--- src/rtl/rr_stats_pkg.sv ---
// Shared types and constants for the rr_stats heart-rate/RR-history block.
// Build option RR_STATS_OUTLIER_REJECT_EN is consumed in rr_stats.sv.
package rr_stats_pkg;

  typedef enum logic [1:0] {
    ST_IDLE = 2'd0,
    ST_DIV  = 2'd1,
    ST_DONE = 2'd2
  } rr_state_e;

  localparam int BPM_WIDTH = 8;
  localparam int BPM_MAX   = 255;

  // Samples-per-minute numerator: bpm = (60 * fs) / rr_period.
  function automatic int hr_numerator(input int fs_hz);
    return 60 * fs_hz;
  endfunction

  function automatic int hist_ptr_width(input int nhist);
    return (nhist > 1) ? $clog2(nhist) : 1;
  endfunction

  function automatic int hist_sum_width(input int ctr_width, input int nhist);
    return ctr_width + hist_ptr_width(nhist);
  endfunction

endpackage

--- src/rtl/rr_stats_div.sv ---
// Serial restoring divider: one quotient bit per enabled clock, MSB first.
// o_done is high during the final iteration; o_quotient is final after that edge.
module rr_serial_div
  import rr_stats_pkg::*;
#(
  parameter int NUM_WIDTH = 16,
  parameter int DEN_WIDTH = 22
) (
  input  logic                 i_clk,
  input  logic                 i_rst,
  input  logic                 i_ce,
  input  logic                 i_start,
  input  logic [NUM_WIDTH-1:0] i_dividend,
  input  logic [DEN_WIDTH-1:0] i_divisor,
  output logic                 o_busy,
  output logic                 o_done,
  output logic [NUM_WIDTH-1:0] o_quotient
);

  localparam int CNT_W = (NUM_WIDTH > 1) ? $clog2(NUM_WIDTH) : 1;

  logic                 busy_q, busy_d;
  logic [CNT_W-1:0]     cnt_q, cnt_d;
  logic [NUM_WIDTH-1:0] num_q, num_d;
  logic [DEN_WIDTH-1:0] den_q, den_d;
  logic [DEN_WIDTH-1:0] rem_q, rem_d;
  logic [NUM_WIDTH-1:0] quo_q, quo_d;

  logic [DEN_WIDTH:0]   rem_shift;
  logic [DEN_WIDTH-1:0] rem_diff;
  logic                 fits;

  // NOTE: every variable gets a default before any branch so no path leaves
  // it unassigned; otherwise synthesis infers a latch to hold the old value.
  always_comb begin
    busy_d    = busy_q;
    cnt_d     = cnt_q;
    num_d     = num_q;
    den_d     = den_q;
    rem_d     = rem_q;
    quo_d     = quo_q;
    rem_shift = {rem_q, num_q[NUM_WIDTH-1]};
    fits      = (rem_shift >= {1'b0, den_q});
    rem_diff  = rem_shift[DEN_WIDTH-1:0] - den_q;

    if (i_ce) begin
      if (i_start) begin
        busy_d = 1'b1;
        cnt_d  = CNT_W'(NUM_WIDTH - 1);
        num_d  = i_dividend;
        den_d  = i_divisor;
        rem_d  = '0;
        quo_d  = '0;
      end else if (busy_q) begin
        rem_d = fits ? rem_diff : rem_shift[DEN_WIDTH-1:0];
        quo_d = {quo_q[NUM_WIDTH-2:0], fits};
        num_d = {num_q[NUM_WIDTH-2:0], 1'b0};
        cnt_d = cnt_q - 1'b1;
        if (cnt_q == '0) busy_d = 1'b0;
      end
    end
  end

  // NOTE: clocked state uses non-blocking assignments so every flop samples
  // the pre-edge values, independent of statement order.
  always_ff @(posedge i_clk) begin
    if (i_rst) begin
      busy_q <= 1'b0;
      cnt_q  <= '0;
      num_q  <= '0;
      den_q  <= '0;
      rem_q  <= '0;
      quo_q  <= '0;
    end else begin
      busy_q <= busy_d;
      cnt_q  <= cnt_d;
      num_q  <= num_d;
      den_q  <= den_d;
      rem_q  <= rem_d;
      quo_q  <= quo_d;
    end
  end

  assign o_busy     = busy_q;
  assign o_done     = busy_q && (cnt_q == '0);
  assign o_quotient = quo_q;

endmodule

--- src/rtl/rr_stats.sv ---
// Heart rate (BPM) from each RR period plus a running-average RR history.
// Optional build macro RR_STATS_OUTLIER_REJECT_EN keeps outliers out of the history.
module rr_stats
  import rr_stats_pkg::*;
#(
  parameter int CTR_WIDTH = 22,
  parameter int FS_HZ     = 360,
  parameter int NUM_WIDTH = 16,
  parameter int NHIST     = 8,
  parameter int BRADY_BPM = 40,
  parameter int TACHY_BPM = 120
) (
  input  logic                 i_clk,
  input  logic                 i_rst,
  input  logic                 i_ce,
  input  logic [CTR_WIDTH-1:0] i_rr_period,
  input  logic                 i_rr_period_updated,
  output logic [BPM_WIDTH-1:0] o_hr_bpm,
  output logic                 o_hr_valid,
  output logic [CTR_WIDTH-1:0] o_rr_avg,
  output logic                 o_rr_avg_valid,
  output logic                 o_brady,
  output logic                 o_tachy,
  output logic                 o_busy,
  output logic                 o_dropped
`ifdef RR_STATS_OUTLIER_REJECT_EN
  ,output logic                o_outlier
`endif
);

  localparam int PTR_W = hist_ptr_width(NHIST);
  localparam int SUM_W = hist_sum_width(CTR_WIDTH, NHIST);

  localparam logic [NUM_WIDTH-1:0] NUMERATOR = NUM_WIDTH'(hr_numerator(FS_HZ));
  localparam logic [BPM_WIDTH-1:0] BPM_MAX_L = BPM_WIDTH'(BPM_MAX);
  localparam logic [BPM_WIDTH-1:0] BRADY_L   = BPM_WIDTH'(BRADY_BPM);
  localparam logic [BPM_WIDTH-1:0] TACHY_L   = BPM_WIDTH'(TACHY_BPM);
  localparam logic [PTR_W:0]       FILL_FULL = (PTR_W + 1)'(NHIST);

  rr_state_e            state_q, state_d;
  logic                 div_zero_q, div_zero_d;
  logic [BPM_WIDTH-1:0] hr_bpm_q, hr_bpm_d;
  logic                 hr_valid_q, hr_valid_d;
  logic                 brady_q, brady_d;
  logic                 tachy_q, tachy_d;
  logic                 dropped_q, dropped_d;

  logic [CTR_WIDTH-1:0] hist_q [NHIST];
  logic [CTR_WIDTH-1:0] hist_d [NHIST];
  logic [PTR_W-1:0]     wr_ptr_q, wr_ptr_d;
  logic [PTR_W:0]       fill_q, fill_d;
  logic [SUM_W-1:0]     sum_q, sum_d;
  logic [CTR_WIDTH-1:0] avg_q, avg_d;
  logic                 avg_valid_q, avg_valid_d;
`ifdef RR_STATS_OUTLIER_REJECT_EN
  logic                 outlier_q, outlier_d;
`endif

  logic                 div_start;
  logic                 div_busy;
  logic                 div_done;
  logic [NUM_WIDTH-1:0] div_quotient;
  logic [BPM_WIDTH-1:0] bpm_sat;
  logic                 is_outlier;
  logic                 hist_full;
  logic                 hist_we;
  logic [CTR_WIDTH-1:0] oldest;

  rr_serial_div #(
    .NUM_WIDTH (NUM_WIDTH),
    .DEN_WIDTH (CTR_WIDTH)
  ) u_div (
    .i_clk      (i_clk),
    .i_rst      (i_rst),
    .i_ce       (i_ce),
    .i_start    (div_start),
    .i_dividend (NUMERATOR),
    .i_divisor  (i_rr_period),
    .o_busy     (div_busy),
    .o_done     (div_done),
    .o_quotient (div_quotient)
  );

  // Control FSM: accept in IDLE, wait out the divider, publish in DONE.
  always_comb begin
    state_d    = state_q;
    div_zero_d = div_zero_q;
    hr_bpm_d   = hr_bpm_q;
    hr_valid_d = hr_valid_q;
    brady_d    = brady_q;
    tachy_d    = tachy_q;
    dropped_d  = dropped_q;
    div_start  = 1'b0;
    bpm_sat    = (div_quotient > NUM_WIDTH'(BPM_MAX)) ? BPM_MAX_L
                                                      : div_quotient[BPM_WIDTH-1:0];

    if (i_ce) begin
      hr_valid_d = 1'b0;
      dropped_d  = 1'b0;
      unique case (state_q)
        ST_IDLE: begin
          if (i_rr_period_updated) begin
            div_start  = 1'b1;
            div_zero_d = (i_rr_period == '0);
            state_d    = ST_DIV;
          end
        end
        ST_DIV: begin
          if (div_done) state_d = ST_DONE;
        end
        ST_DONE: begin
          // A zero divisor still runs the full divide so latency stays fixed.
          hr_bpm_d   = div_zero_q ? BPM_MAX_L : bpm_sat;
          brady_d    = (hr_bpm_d < BRADY_L);
          tachy_d    = (hr_bpm_d > TACHY_L);
          hr_valid_d = 1'b1;
          state_d    = ST_IDLE;
        end
        default: state_d = ST_IDLE;
      endcase
      if (i_rr_period_updated && (state_q != ST_IDLE)) dropped_d = 1'b1;
    end
  end

  // History ring and running sum; dropped updates are still recorded.
  always_comb begin
    hist_d      = hist_q;
    wr_ptr_d    = wr_ptr_q;
    fill_d      = fill_q;
    sum_d       = sum_q;
    avg_d       = avg_q;
    avg_valid_d = avg_valid_q;
    hist_full   = (fill_q == FILL_FULL);
    oldest      = hist_full ? hist_q[wr_ptr_q] : '0;
`ifdef RR_STATS_OUTLIER_REJECT_EN
    is_outlier  = avg_valid_q &&
                  (({1'b0, i_rr_period} > {avg_q, 1'b0}) || (i_rr_period < (avg_q >> 1)));
    outlier_d   = outlier_q;
    if (i_ce) outlier_d = i_rr_period_updated && is_outlier;
`else
    is_outlier  = 1'b0;
`endif
    hist_we     = i_ce && i_rr_period_updated && !is_outlier;

    if (hist_we) begin
      hist_d[wr_ptr_q] = i_rr_period;
      wr_ptr_d         = wr_ptr_q + 1'b1;
      if (!hist_full) fill_d = fill_q + 1'b1;
      sum_d            = sum_q + SUM_W'(i_rr_period) - SUM_W'(oldest);
      avg_d            = sum_d[SUM_W-1:PTR_W];
      avg_valid_d      = (fill_d == FILL_FULL);
    end
  end

  always_ff @(posedge i_clk) begin
    if (i_rst) begin
      state_q     <= ST_IDLE;
      div_zero_q  <= 1'b0;
      hr_bpm_q    <= '0;
      hr_valid_q  <= 1'b0;
      brady_q     <= 1'b0;
      tachy_q     <= 1'b0;
      dropped_q   <= 1'b0;
      // NOTE: the history is a handful of registers, so it is cleared on reset
      // like any other state; a large RAM-backed buffer would not be.
      for (int i = 0; i < NHIST; i++) hist_q[i] <= '0;
      wr_ptr_q    <= '0;
      fill_q      <= '0;
      sum_q       <= '0;
      avg_q       <= '0;
      avg_valid_q <= 1'b0;
`ifdef RR_STATS_OUTLIER_REJECT_EN
      outlier_q   <= 1'b0;
`endif
    end else begin
      state_q     <= state_d;
      div_zero_q  <= div_zero_d;
      hr_bpm_q    <= hr_bpm_d;
      hr_valid_q  <= hr_valid_d;
      brady_q     <= brady_d;
      tachy_q     <= tachy_d;
      dropped_q   <= dropped_d;
      hist_q      <= hist_d;
      wr_ptr_q    <= wr_ptr_d;
      fill_q      <= fill_d;
      sum_q       <= sum_d;
      avg_q       <= avg_d;
      avg_valid_q <= avg_valid_d;
`ifdef RR_STATS_OUTLIER_REJECT_EN
      outlier_q   <= outlier_d;
`endif
    end
  end

  assign o_hr_bpm       = hr_bpm_q;
  assign o_hr_valid     = hr_valid_q;
  assign o_brady        = brady_q;
  assign o_tachy        = tachy_q;
  assign o_dropped      = dropped_q;
  assign o_rr_avg       = avg_q;
  assign o_rr_avg_valid = avg_valid_q;
  assign o_busy         = div_busy || (state_q == ST_DONE);
`ifdef RR_STATS_OUTLIER_REJECT_EN
  assign o_outlier      = outlier_q;
`endif

endmodule
--- config.mk ---
export PLATFORM = sky130hd
export DESIGN_NAME = rr_stats
export DESIGN_NICKNAME = d
export VERILOG_FILES = /design/src/rtl/rr_stats_pkg.sv /design/src/rtl/rr_stats_div.sv /design/src/rtl/rr_stats.sv
export SDC_FILE = /design/constraint.sdc
export NUM_CORES = 1
export LEC_CHECK = 0
export CORE_MARGIN = 2
export CORE_UTILIZATION = 45
export DETAILED_ROUTE_END_ITERATION = 7
export GPL_ROUTABILITY_DRIVEN = 0
export GPL_TIMING_DRIVEN = 0
export SLEW_MARGIN = 40
export SYNTH_ARGS = -nofsm -noshare
export SYNTH_HDL_FRONTEND = slang
export SYNTH_SLANG_ARGS = --single-unit
--- constraint.sdc ---
create_clock -name i_clk -period 5.8 [get_ports i_clk]
set_input_delay 1.16 -clock i_clk [delete_from_list [all_inputs] [get_ports i_clk]]
set_output_delay 1.16 -clock i_clk [all_outputs]
set_load 0.01 [all_outputs]
==> results.yml <==
outcome:
  run_status: "finished, final reports clean"
yosys:
  async_flop_share_pct: 0
  synth_cells: 1951
  synthAdderAreaFrac_pct: 7.08
  synth_common_cells: "nand2_1 (515), a21oi_1 (300), dfxtp_1 (300)"
  synth-compound-area-share_pct: 16.6
  synth.most_common_cell: "nand2_1"
  synth_area_um2: 15500
  synth_top_family_by_area: "simple AND/OR/NAND/NOR gates"
  synth_mux_area_share_pct: 8.52
  synth_ff_type: "dfxtp_1"
  synthDistinctLibCells: 63
  yosys_register_bits: 300
  synth_simple_gate_area_share_pct: 19.7
  synth_area_leader_cell: "dfxtp_1"
  ys_warn_count: 0
  synth_nets: 2051
  synth_xor_area_share_pct: 1.98
  synth-edff-count: 0
  synthTopCellsByArea: "dfxtp_1 (39%), nand2_1 (12%), a21oi_1 (9.7%), mux4_2 (6.4%), ha_1 (4.1%)"
  synth-seq-area-share_pct: 38.7
  synth_top_area_share_pct: 38.7
  syn_avg_cell_area_um2: 7.95
clock_tree:
  htree_levels: 2
  cts_tree: "built"
  clock_sink_count: 300
  cts.clk_slew.worst_paths_ns: 0.06
  postCtsSetupBuffers: 0
  insertion_delay_ns: 0.54
  cts_hold_buf: 0
  cts-buffers-inserted: 35
  clock_path_buffers: 3
  cts-root-buf: "clkbuf_16"
timing:
  skew_ns: 0.0239
  slew_headroom_pct: 41.7
  worstMarginPinSlew_ns: 0.875
  maxSlewViolCount: 0
  min_period_over_period_pct: 94.5
  fmax_ghz: 0.183
  layout_setup_ws_ns: 0.322
  fin_crit_ns: 5.48
  setup_violations: 0
  hold_viol: 0
  rsz0062_at_grt: "no"
floorplanning:
  dieArea_um2: 36000
  die_w_um: 190
  row_count: 68
  die_y_um: 190
  coreArea_um2: 34300
  ioPinCount: 62
  initial_core_util_pct: 45.3
critical_path:
  cp_max_fo: 10
  start_kind: "flop"
  slowest_delay_ns: 0.69
  cp_slowest_cell: "buf_1"
  cp-end-kind: "flop"
  worstPathArrival_ns: 5.91
  worstPathRequired_ns: 6.23
  path_cells: "clkbuf_1 -> clkbuf_2 -> buf_1 -> mux4_2 -> mux2i_1 -> nor2_1 -> fa_1 -> inv_1 -> ha_1 -> a21oi_1 -> nand2_1 -> o2bb2ai_1 -> o21ai_2 -> a311oi_1 -> o211ai_1 -> a21o_1 -> a32o_1"
  critical_path_class: "flop to flop"
worst_hold_path:
  hp-class: "flop to flop"
grt:
  track_usage_pct: 25.7
  antenna_found_initial: 0
  grt_overflow: 0
  grt_pass1_wl_um: 72600
  grt_max_degree: 14
  grt_pass1_vias: 13500
finish:
  final_design_area_no_fill_um2: 17900
  final_cell_count_no_fill: 2521
  final-seq-area_um2: 6010
  area_growth_pct: 15.1
  multi_input_area_um2: 8360
  fillers: 3323
  drive_gt1_share_pct: 7.16
  antenna_cells: 0
  fin_nets: 2143
detailed_routing:
  wirelength_um: 46500
  wire_per_inst_um: 18.4
  via_count: 13700
  via_per_inst: 5.43
  drtPass1Iterations: 5
  drc: 0
  drtIter0Drc: 846
  detail-route-antenna-nets: 0
placed_design:
  place_area_um2: 16600
  place_ws_ns: 0.0551
  dp_hpwl_um: 35000
  dp_cells: 2461
  io_buffers: 55
pwr:
  power.density_nw_per_um2: 321
  vdd.ir_drop.worst_uv: 261
  p_total_uw: 5730
  leakage_uw: 0.00644
job:
  maxCapViolations: 0
==> cell usage in the layout, fill, tap and decap left out, types with 7 or more instances in the layout <==
| cell | count |
|---|---|
| inv_1 | 122 |
| dfxtp_1 | 300 |
| a31oi_1 | 10 |
| ha_1 | 51 |
| clkbuf_16 | 35 |
| nor2_1 | 87 |
| buf_4 | 22 |
| nor2b_1 | 8 |
| xnor2_1 | 24 |
| nor4_1 | 10 |
| and3_1 | 7 |
| nand3_1 | 20 |
| a21oi_1 | 300 |
| nand4_1 | 11 |
| o211ai_1 | 8 |
| a21o_1 | 21 |
| o21ai_0 | 48 |
| nand2_1 | 515 |
| mux2i_1 | 32 |
| fa_1 | 23 |
| clkdlybuf4s50_1 | 55 |
| mux4_2 | 44 |
| or3_1 | 10 |
| a211oi_1 | 8 |
| o21a_1 | 14 |
| clkbuf_1 | 122 |
| xor2_1 | 11 |
| and2_1 | 9 |
| clkbuf_8 | 11 |
| nand2b_1 | 7 |
| nor3_1 | 33 |
==> where the power goes <==
group / internal (uW) / switching, uW / leakage (uW)
clock: 1390 / 920 / 0.000593
combinational: 528 / 720 / 0.00342
sequential: 2120 / 47.8 / 0.00243
==> area by class of cell <==
cell class | instances | share of cell area [%]
clock inverters | 10 | 0.925
multi-input cells | 1373 | 46.8
inverters | 122 | 2.56
well taps | 455 | 3.19
flip-flops and latches | 300 | 33.6
repair buffers | 55 | 3.08
clock buffers | 50 | 5.84
plain buffers | 156 | 3.98
==> cell families after synthesis <==
kind of cell	Yosys count
fa+ha+maj	74
xor+xnor	35
buf+inv	278
simple gates	737
flops	300
compound gates	450
mux	77
==> final timing paths <==
path	from	end	slack [ns]	depth (start not counted)
max	wr_ptr_q[2]$_SDFFE_PP0P_	sum_q[22]$_SDFFE_PP0P_	0.32	17
min	hist_q[6]$_SDFFE_PP0P_	hist_q[6]$_SDFFE_PP0P_	0.45	2
max reg2reg	wr_ptr_q[2]$_SDFFE_PP0P_	sum_q[22]$_SDFFE_PP0P_	0.32	17
min reg2reg	hist_q[6]$_SDFFE_PP0P_	hist_q[6]$_SDFFE_PP0P_	0.45	2
==> worst max-delay path: cells and delay by family (launching register included) <==
| family | cells | cell delay, ns |
|---|---|---|
| buffers and inverters | 4 | 1.42 |
| and+or+nand+nor | 2 | 0.18 |
| muxes | 2 | 0.65 |
| AOI/OAI and AO/OA | 7 | 1.98 |
| DFF | 1 | 0.31 |
| adders and majority gates | 2 | 0.83 |
==> what timing repair did <==
action,in CTS,in global routing
hold endpoints to repair,0,0
setup endpoints to repair,0,7
resized for setup,0,7
==> registers in the layout, indices dropped and copies added (netlist names), 2 cells and up <==
register and count:
u_div.o_quotient 16, u_div.den_q 22, fill_q 4, wr_ptr_q 3, u_div.rem_q 22, state_q 2
u_div.num_q 11, o_hr_bpm 8, hist_q 176, u_div.cnt_q 4, sum_q 25
==> routing by layer <==
layer	vias up	global-route usage (%)	share of wire, %
met1	6547	33.0	43
met3	73	3.38	5.6
met4	0	7.25	2.3
li1	6717	-	-
met5	-	0	0
met2	356	45.4	49
==> per-stage QoR <==
step                      TNS, ns  hold slack [ns]  util [%]
final                           0            0.451      52.1
after global routing            0            0.466      52.1
after CTS                       0            0.454      52.1
after detailed placement        0            0.446      48.5
after global placement     -0.305            0.438      48.5
after floorplan                 0            0.432         -
(Power assumes the default switching activity.)
